`src/rtl/pic_pkg.sv`:
```
`default_nettype none
// +--------------------------------------------------------------------+
// | pic_pkg: command codes and acknowledge FSM encoding for the        |
// | pic_irq_core interrupt engine.                                     |
// | Revision: 1.0                                                      |
// +--------------------------------------------------------------------+
package pic_pkg;

   localparam logic [2:0] CMD_ROT_AEOI_CLR = 3'b000;
   localparam logic [2:0] CMD_NSEOI        = 3'b001;
   localparam logic [2:0] CMD_NOP          = 3'b010;
   localparam logic [2:0] CMD_SEOI         = 3'b011;
   localparam logic [2:0] CMD_ROT_AEOI_SET = 3'b100;
   localparam logic [2:0] CMD_ROT_NSEOI    = 3'b101;
   localparam logic [2:0] CMD_SET_PRIO     = 3'b110;
   localparam logic [2:0] CMD_ROT_SEOI     = 3'b111;

   typedef enum logic [0:0] {
      ST_IDLE = 1'b0,
      ST_ACK1 = 1'b1
   } pic_state_t;

endpackage
`default_nettype wire

```
`src/rtl/pic_prio_resolver.sv`:
```
`default_nettype none
// +--------------------------------------------------------------------+
// | pic_prio_resolver: combinational rotating-priority find-first.     |
// | Highest priority is (prio_bottom+1) mod NUM_IRQ, descending.       |
// | Revision: 1.0                                                      |
// +--------------------------------------------------------------------+
module pic_prio_resolver #(
   parameter  int NUM_IRQ = 8,
   localparam int ID_W    = $clog2(NUM_IRQ)
) (
   input  logic [NUM_IRQ-1:0] req,
   input  logic [ID_W-1:0]    prio_bottom,
   output logic [ID_W-1:0]    id,
   output logic               found
);

   function automatic logic [ID_W-1:0] lvl_of(input int k, input logic [ID_W-1:0] pb);
      int l;
      l = int'(pb) + 1 + k;
      if (l >= NUM_IRQ) l = l - NUM_IRQ;
      return l[ID_W-1:0];
   endfunction

   // Scan from lowest to highest priority so the last hit is the winner.
   always_comb begin
      id    = '0;
      found = 1'b0;
      for (int k = NUM_IRQ - 1; k >= 0; k--) begin
         if (req[lvl_of(k, prio_bottom)]) begin
            id    = lvl_of(k, prio_bottom);
            found = 1'b1;
         end
      end
   end

endmodule
`default_nettype wire

```
`src/rtl/pic_irq_core.sv`:
```
`default_nettype none
// +--------------------------------------------------------------------+
// | pic_irq_core: IRR/IMR/ISR engine with rotating priority, two-pulse |
// | acknowledge, EOI/AEOI and auto-rotation. Macro SPECIAL_MASK_EN     |
// | adds the smm input (special mask mode).                            |
// | Revision: 1.0                                                      |
// +--------------------------------------------------------------------+
module pic_irq_core
   import pic_pkg::*;
#(
   parameter  int NUM_IRQ  = 8,
   parameter  int VECTOR_W = 8,
   localparam int ID_W     = $clog2(NUM_IRQ)
) (
   input  logic                clk,
   input  logic                reset,
   input  logic [NUM_IRQ-1:0]  irq_in,
   input  logic                cfg_level,
   input  logic                cfg_aeoi,
   input  logic [VECTOR_W-1:0] cfg_vector_base,
   input  logic                imr_wr,
   input  logic [NUM_IRQ-1:0]  imr_wdata,
   input  logic                cmd_valid,
   input  logic [2:0]          cmd_op,
   input  logic [ID_W-1:0]     cmd_level,
   input  logic                inta_pulse,
`ifdef SPECIAL_MASK_EN
   input  logic                smm,
`endif
   output logic                int_out,
   output logic [VECTOR_W-1:0] vector_out,
   output logic                vector_valid,
   output logic [NUM_IRQ-1:0]  irr_out,
   output logic [NUM_IRQ-1:0]  isr_out,
   output logic [NUM_IRQ-1:0]  imr_out,
   output logic [ID_W-1:0]     prio_bottom
);

   localparam logic [ID_W-1:0] c_last_id = ID_W'(NUM_IRQ - 1);

   pic_state_t          r_state, w_state_nxt;
   logic [NUM_IRQ-1:0]  r_irr, r_isr, r_imr, r_irq_q;
   logic [NUM_IRQ-1:0]  w_irr_nxt, w_isr_nxt, w_req, w_isr_eff, w_eoi_clr;
   logic [ID_W-1:0]     r_prio_bottom, r_sel_id, w_pb_nxt;
   logic [ID_W-1:0]     w_cand_id, w_top_id, w_cmd_rot_id;
   logic                w_cand_found, w_top_found, w_pending;
   logic                r_spurious, r_auto_rotate, r_int, r_vector_valid;
   logic                w_ack_first, w_ack_second, w_aeoi_now;
   logic                w_cmd_rot, w_ar_set, w_ar_clr, w_lvl_ok;
   logic [VECTOR_W-1:0] r_vector;

   function automatic logic [ID_W-1:0] rank_of(input logic [ID_W-1:0] lvl,
                                               input logic [ID_W-1:0] pb);
      int r;
      r = int'(lvl) + NUM_IRQ - int'(pb) - 1;
      if (r >= NUM_IRQ) r = r - NUM_IRQ;
      return r[ID_W-1:0];
   endfunction

   assign w_req = r_irr & ~r_imr;
`ifdef SPECIAL_MASK_EN
   // Masked in-service levels stop blocking lower levels while smm is set.
   assign w_isr_eff = smm ? (r_isr & ~r_imr) : r_isr;
`else
   assign w_isr_eff = r_isr;
`endif

   pic_prio_resolver #(.NUM_IRQ(NUM_IRQ)) u_cand_res (
      .req         (w_req),
      .prio_bottom (r_prio_bottom),
      .id          (w_cand_id),
      .found       (w_cand_found)
   );

   pic_prio_resolver #(.NUM_IRQ(NUM_IRQ)) u_isr_res (
      .req         (w_isr_eff),
      .prio_bottom (r_prio_bottom),
      .id          (w_top_id),
      .found       (w_top_found)
   );

   assign w_pending = w_cand_found &&
                      (!w_top_found ||
                       (rank_of(w_cand_id, r_prio_bottom) < rank_of(w_top_id, r_prio_bottom)));

   assign w_ack_first  = (r_state == ST_IDLE) && inta_pulse;
   assign w_ack_second = (r_state == ST_ACK1) && inta_pulse;
   assign w_aeoi_now   = w_ack_second && cfg_aeoi && !r_spurious;
   assign w_lvl_ok     = int'(cmd_level) < NUM_IRQ;

   always_comb begin
      w_state_nxt = r_state;
      case (r_state)
         ST_IDLE: if (inta_pulse) w_state_nxt = ST_ACK1;
         ST_ACK1: if (inta_pulse) w_state_nxt = ST_IDLE;
         default: w_state_nxt = ST_IDLE;
      endcase
   end

   // EOI decisions are taken on the ISR as it stood before this edge.
   always_comb begin
      w_eoi_clr    = '0;
      w_cmd_rot    = 1'b0;
      w_cmd_rot_id = cmd_level;
      w_ar_set     = 1'b0;
      w_ar_clr     = 1'b0;
      if (cmd_valid) begin
         case (cmd_op)
            CMD_NSEOI: begin
               if (w_top_found) w_eoi_clr[w_top_id] = 1'b1;
            end
            CMD_ROT_NSEOI: begin
               if (w_top_found) begin
                  w_eoi_clr[w_top_id] = 1'b1;
                  w_cmd_rot           = 1'b1;
                  w_cmd_rot_id        = w_top_id;
               end
            end
            CMD_SEOI: begin
               if ((|r_isr) && w_lvl_ok) w_eoi_clr[cmd_level] = 1'b1;
            end
            CMD_ROT_SEOI: begin
               if ((|r_isr) && w_lvl_ok) begin
                  w_eoi_clr[cmd_level] = 1'b1;
                  w_cmd_rot            = 1'b1;
               end
            end
            CMD_SET_PRIO:     w_cmd_rot = w_lvl_ok;
            CMD_ROT_AEOI_SET: w_ar_set  = 1'b1;
            CMD_ROT_AEOI_CLR: w_ar_clr  = 1'b1;
            default: ;
         endcase
      end
   end

   always_comb begin
      w_irr_nxt = cfg_level ? irq_in : (r_irr | (irq_in & ~r_irq_q));
      w_isr_nxt = r_isr & ~w_eoi_clr;
      w_pb_nxt  = r_prio_bottom;
      if (w_aeoi_now) begin
         w_isr_nxt[r_sel_id] = 1'b0;
         if (r_auto_rotate) w_pb_nxt = r_sel_id;
      end
      // The acknowledge set is applied last so it beats a same-cycle EOI.
      if (w_ack_first && w_cand_found) begin
         w_irr_nxt[w_cand_id] = 1'b0;
         w_isr_nxt[w_cand_id] = 1'b1;
      end
      if (w_cmd_rot) w_pb_nxt = w_cmd_rot_id;
   end

   always_ff @(posedge clk) begin
      if (reset) begin
         r_state <= ST_IDLE;
      end else begin
         r_state <= w_state_nxt;
      end
   end

   always_ff @(posedge clk) begin
      if (reset) begin
         r_irr          <= '0;
         r_isr          <= '0;
         r_imr          <= '1;
         r_irq_q        <= '0;
         r_prio_bottom  <= c_last_id;
         r_sel_id       <= c_last_id;
         r_spurious     <= 1'b0;
         r_auto_rotate  <= 1'b0;
         r_int          <= 1'b0;
         r_vector       <= '0;
         r_vector_valid <= 1'b0;
      end else begin
         r_irq_q        <= irq_in;
         r_irr          <= w_irr_nxt;
         r_isr          <= w_isr_nxt;
         r_prio_bottom  <= w_pb_nxt;
         r_int          <= w_pending && (w_state_nxt == ST_IDLE);
         r_vector_valid <= w_ack_second;
         if (imr_wr) r_imr <= imr_wdata;
         if (w_ar_set) r_auto_rotate <= 1'b1;
         else if (w_ar_clr) r_auto_rotate <= 1'b0;
         if (w_ack_first) begin
            r_sel_id   <= w_cand_found ? w_cand_id : c_last_id;
            r_spurious <= !w_cand_found;
         end
         if (w_ack_second) r_vector <= cfg_vector_base + VECTOR_W'(r_sel_id);
      end
   end

   assign int_out      = r_int;
   assign vector_out   = r_vector;
   assign vector_valid = r_vector_valid;
   assign irr_out      = r_irr;
   assign isr_out      = r_isr;
   assign imr_out      = r_imr;
   assign prio_bottom  = r_prio_bottom;

endmodule
`default_nettype wire
```
`config.mk`:
```
export PLATFORM = sky130hd
export DESIGN_NAME = pic_irq_core
export DESIGN_NICKNAME = d
export VERILOG_FILES = /design/src/rtl/pic_pkg.sv /design/src/rtl/pic_prio_resolver.sv /design/src/rtl/pic_irq_core.sv
export SDC_FILE = /design/constraint.sdc
export NUM_CORES = 1
export LEC_CHECK = 0
export BUFFER_PORTS_ARGS = -buffer_cell sky130_fd_sc_hd__clkbuf_2
export CAP_MARGIN = 40
export CORE_UTILIZATION = 63
export DETAILED_ROUTE_END_ITERATION = 10
export MAX_ROUTING_LAYER = met4
export PLACE_DENSITY = 0.95
export SLEW_MARGIN = 5
export SYNTH_ARGS = -nofsm -noshare
export SYNTH_HDL_FRONTEND = slang
export SYNTH_SLANG_ARGS = --single-unit
```
`constraint.sdc`:
```
create_clock -name clk -period 10.2 [get_ports clk]
set_clock_uncertainty 0.1 [all_clocks]
set_input_delay 1.02 -clock clk [delete_from_list [all_inputs] [get_ports clk]]
set_output_delay 1.02 -clock clk [all_outputs]
set_load 0.02 [all_outputs]
```
Yosys cells after proc, flatten, opt, wreduce, memory -nomap -nowiden
Cells that the tools add are included.
- register bits after elaboration: 51
- bits of input ports: 37
- output and inout port bits: 37
- word-level logic and storage cells: 217
- add/sub/neg operators: 25
- $lt $le $gt $ge: 27
- equal/unequal tests: 6
- muxes and demuxes: 110
- bitwise operators: 14
- reduce and logical (&&, ||, !) cells: 23
- operators with widths (kind ; count):
    >= comparator 32 x 5 -> 1 bit (second input constant) ; 5
    two-way mux 3 bit ; 33
    two-way mux 8 bit ; 7
    binary-select mux 1 bit (select 3 bit) ; 16
    < comparator 3 x 4 -> 1 bit (second input constant) ; 12
    two-way mux 1 bit ; 47
    AND 8 bit ; 5
    NOT 8 bit ; 5
    subtractor 3 x 1 -> 3 bit (second input constant) ; 10
    adder 4 x 3 -> 5 bit (second input constant) ; 4
    OR 8 bit ; 2
    case mux 8 bit (2 select lines) ; 1
    >= comparator 7 x 5 -> 1 bit (second input constant) ; 2
    subtractor 6 x 2 -> 7 bit (second input constant) ; 2
    demux 1 bit (select 3 bit) ; 4
    == test 3 bit (second input constant) ; 4
    >= comparator 3 x 1 -> 1 bit (second input constant) ; 4
    subtractor 5 x 3 -> 6 bit ; 2
    logical AND 1 bit ; 11
    adder 3 x 4 -> 5 bit (second input constant) ; 2
    adder 4 x 2 -> 5 bit (second input constant) ; 2
    >= comparator 5 x 4 -> 1 bit (second input constant) ; 2
    adder 8 x 3 -> 8 bit ; 1
    OR reduction 8 bit ; 1
    15 further kinds ; 21

Logic depth before layout (Yosys ltp)
- word-level depth: 27
- depth in mapped cells: 22

Cells and area by module
Synthesis repeated with hierarchy kept, for this count alone.
- cells, all modules: 508
- area total of the unflattened synthesis: 4377.9 µm²
- modules (own cells, without submodules) (module ; instances ; cells an instance ; area each (µm²) ; seq. area each (µm²)):
    pic_irq_core ; 1 ; 308 ; 2711.4 ; 1021.0
    pic_prio_resolver ; 2 ; 100 ; 833.3 ; 0.0

Least setup slack after synthesis
OpenSTA, ideal clock, no wires.
- path type: reg-to-reg
- from: register r_prio_bottom[0] (netlist: prio_bottom[0])
- to: register r_int (netlist: int_out)
- arrival: 5.308 ns
- required time: 10.039 ns
- setup slack: 4.731 ns
- stages on the path, launching flop included: 23
- buffers on the path: 6
- period minus slack after synthesis: 5.469 ns
- cell sequence: dfxtp_1 > inv_1 > buf_4 > ha_1 > buf_6 > buf_2 > buf_4 > buf_2 > clkbuf_1 > nor2_1 > a22o_1 > a221o_1 > o22ai_2 > clkinv_1 > fa_1 > ha_1 > xnor2_1 > xnor2_1 > xnor2_1 > ha_1 > nor2b_1 > o21ai_0 > and4b_1
- word-level cells in the longest chain between the ends: 23
- elaborated cells between the ends (all ways): 113
- those cells by class: add/sub (24); order compare (11); mux (74); reduce/logical (4)
- RTL lines (element ; RTL line ; RTL):
    start: declaration ; pic_irq_core.sv:44 ; logic [ID_W-1:0] r_prio_bottom, r_sel_id, w_pb_nxt;
    start signal: assignment ; pic_irq_core.sv:166 ; r_prio_bottom <= c_last_id;
    start signal: assignment ; pic_irq_core.sv:177 ; r_prio_bottom <= w_pb_nxt;
    branches (longest 21 deep; another with >= comparator 32 x 5 -> 1 bit) ; n/a ;
    logical AND 1 bit * ; pic_irq_core.sv:82 ; assign w_pending = w_cand_found &&
    logical AND 1 bit * ; pic_irq_core.sv:178 ; r_int <= w_pending && (w_state_nxt == ST_IDLE);
    end signal: assignment ; pic_irq_core.sv:178 ;
    end: declaration ; pic_irq_core.sv:47 ; logic r_spurious, r_auto_rotate, r_int, r_vector_valid;
Mark *: on every way between the ends. The select of a mux whose other input is x is not followed.
A chain may end at the register's enable or synchronous reset.

Worst setup path after layout
Ends and elaborated chain as after synthesis.

==> results.txt <==
status -> completed
Detailed Route WL -> 12.9 mm
Async SR Flop Fraction -> 0
fraction of layout cells with a size suffix above 1 -> 0.224
Final HPWL DP -> 9.52 mm
FP Rows -> 30
share of the synthesized area in the top cell type -> 0.222
Simple-Gate Fraction of Synth Area -> 0.227
Worst R2R Setup Slack -> 4.27 ns
count leader, synth -> dfxtp_1
f_max -> 0.169 GHz
Peak VDD IR -> 0.119 mV
Post-Synth XOR/XNOR Area -> 0.0438
GRT Overall Usage -> 0.356
synthesis-to-finish area growth -> 9.84%
EDFF count, synth -> 0
min Tclk post-route -> 5.93 ns
Core Footprint -> 0.00694 sq mm
cell count after synthesis -> 530
Worst EP required -> 10.35 ns
die area -> 0.00765 sq mm
ANT nets after route -> 0
Final Hold Violating Endpoints -> 0
hold path start -> vector_out[5]
CTS Sinks -> 51
postcts setup bufs -> 0
Cell variety after synth -> 77
Hold WC Path Type -> reg2reg
io pins -> 74
Root Driver -> clkbuf_8
Synth Register Bits -> 51
Post-Syn Area -> 0.00460 sq mm
RSZ-0062 raised after global routing -> false
Initial Util -> 0.663
Yosys top cell by area -> dfxtp_1
Post-Syn Nets -> 583
worst r2r src -> prio_bottom[0]
R2R Path End -> int_out
Slew Limit Headroom -> 0.406
largest family of logic cells by synthesized area -> simple AND/OR/NAND/NOR gates
final-report setup violation count -> 0
via count -> 4540
Compound-Gate Fraction of Synth Area -> 0.205
Power Dens Cells -> 135 mW/mm^2
largest net degree at the start of global routing -> 44
vias in the first global route -> 4263
Hold EP -> vector_out[5]
Crit. End Element -> flop
Yosys Warn Count -> 0
Slew @ Worst Pin -> 0.890 ns
global placement routability congestion -> 0.989
drt wl/cell -> 19.0 microns
hold_buf cts -> 0
post-synthesis mux area share -> 0.194
initial DRC count -> 503
TritonCTS clock tree -> built
# port buffers -> 73
gr ovfl total -> 0
CP max FO -> 16
CP Class -> reg2reg
initial antenna violation count -> 0
Die Wd -> 87.5 microns
critical path arrival -> 6.08 ns
final-report max-slew violation count -> 0
ANT cells -> 0
CP Launch Type -> flop
nets -> 636
PostCTS Resize Cnt -> 0
syn_area_per_cell -> 8.69 sq um
sequential fraction of the synthesis area -> 0.222
Worst-path clk slew -> 0.10 ns
H-tree levels -> 2
Clock Path Buffers -> 2
synth top area cells -> dfxtp_1 22%, mux4_2 11%, mux2i_1 5.0%
top cells by count, synth -> 51 x dfxtp_1, 47 x nor2_1, 43 x nand2_1
Via density -> 6.68
Max Cap Viol -> 0
Post-Synth Adder-Cell Area -> 0.0484
Static Leak -> 2.09 nW
final setup TNS -> 0 ns
Finished Layout Cells -> 680
first-pass GRT wire length -> 20.7 mm
total CTS buffers -> 5
Reg2Reg Depth -> 19
Worst Hold Depth -> 2
DRC errors left -> 0
Main synth FF type -> dfxtp_1
Pre-Repair DR Iteration Count -> 5
Worst-Skew Late Latency -> 0.32 ns
DP Cell Count -> 672
die height -> 87.5 microns
period utilization -> 0.581
CP startpoint -> prio_bottom[0]
[cells in the final DEF, fill, tap and decap left out, types with 5 or more instances in the layout]
cell and instances:
and2_1 7, nor4_1 5, dfxtp_1 51, clkbuf_2 73, a31oi_1 6, mux2i_1 23
nand3b_1 5, nand2b_1 16, clkbuf_8 5, nor3_1 5, xnor2_1 10, nand3_1 14
nand4_1 7, a211oi_1 11, mux4_2 23, buf_4 5, ha_1 13, mux2_2 5
nand2_1 43, nor2b_1 26, o21ai_0 25, xor2_1 5, inv_1 27, or3_1 5
a221oi_1 13, nor2_1 47, a21oi_1 22
[routing by layer]
| layer | vias up | track usage | share of wire |
|---|---|---|---|
| met5 | - | - | 0 |
| met4 | 0 | 0.139 | 0.028 |
| met3 | 41 | 0.0521 | 0.10 |
| met2 | 278 | 0.560 | 0.48 |
| met1 | 2136 | 0.464 | 0.39 |
| li1 | 2085 | - | - |
[worst max-delay path, stage by stage, from the launching register on]
cell and delay [ns]:
dfxtp_1 0.33, inv_1 0.43, ha_1 0.35, inv_1 0.41, mux4_2 0.46, mux2_2 0.37, mux2i_1 0.14, a22o_1 0.27
a221o_1 0.30, o22ai_2 0.33, clkinv_1 0.38, fa_1 0.58, ha_1 0.23, xnor2_1 0.18, xnor2_1 0.17, xnor2_1 0.16
ha_1 0.25, nor2b_1 0.12, o21ai_0 0.13, and4b_1 0.20
[flip-flops by register name, summed over array words and instances, names as in the netlist, 3 cells and up]
signal	flops
isr_out	8
prio_bottom	3
vector_out	8
r_irq_q	8
r_sel_id	3
irr_out	8
imr_out	8
[area by class of cell]
| class | instances | area [sq um] |
|---|---|---|
| multi-input cells | 419 | 3310 |
| fillers | 524 | 1890 |
| flip-flops and latches | 51 | 1020 |
| repair buffers | 78 | 403 |
| well taps | 96 | 120 |
| inverters | 28 | 105 |
| clock buffers | 5 | 68.8 |
| clock inverters | 3 | 27.5 |
[kinds of logic after synthesis]
family	count (synthesis)
simple gates	200
compound gates	130
buf+inv	60
mux	55
flops	51
xor+xnor	18
fa+ha+maj	16
[power by group]
part / internal [mW] / switching, mW / leakage, nW
Clock: 0.0505 / 0.0758 / 0.0463
Sequential: 0.214 / 0.0182 / 0.420
Combinational: 0.137 / 0.190 / 1.62
[stage by stage]
step / hold slack, ns / utilization / cell area (sq um) / power, mW / worst slack, ns
final: 0.399 / 0.728 / 5060 / 0.685 / 4.27
after global routing: 0.427 / 0.728 / 5060 / 0.722 / 3.88
after CTS: 0.396 / 0.728 / 5060 / 0.678 / 4.38
after detailed placement: 0.381 / 0.714 / 4960 / 0.549 / 4.43
after global placement: 0.368 / 0.714 / 4960 / 0.536 / 4.58
after floorplan: 0.352 / - / 4600 / 0.476 / 4.73
[worst max path at each step]
stage	endpoint	depth (start not counted)	slack, ns
after global placement	int_out	19	4.58
final	int_out	19	4.27
after global routing	int_out	19	3.88
after floorplan	int_out	22	4.73
after CTS	int_out	19	4.38
after detailed placement	int_out	19	4.43
Power figures use the tool's default switching activity.
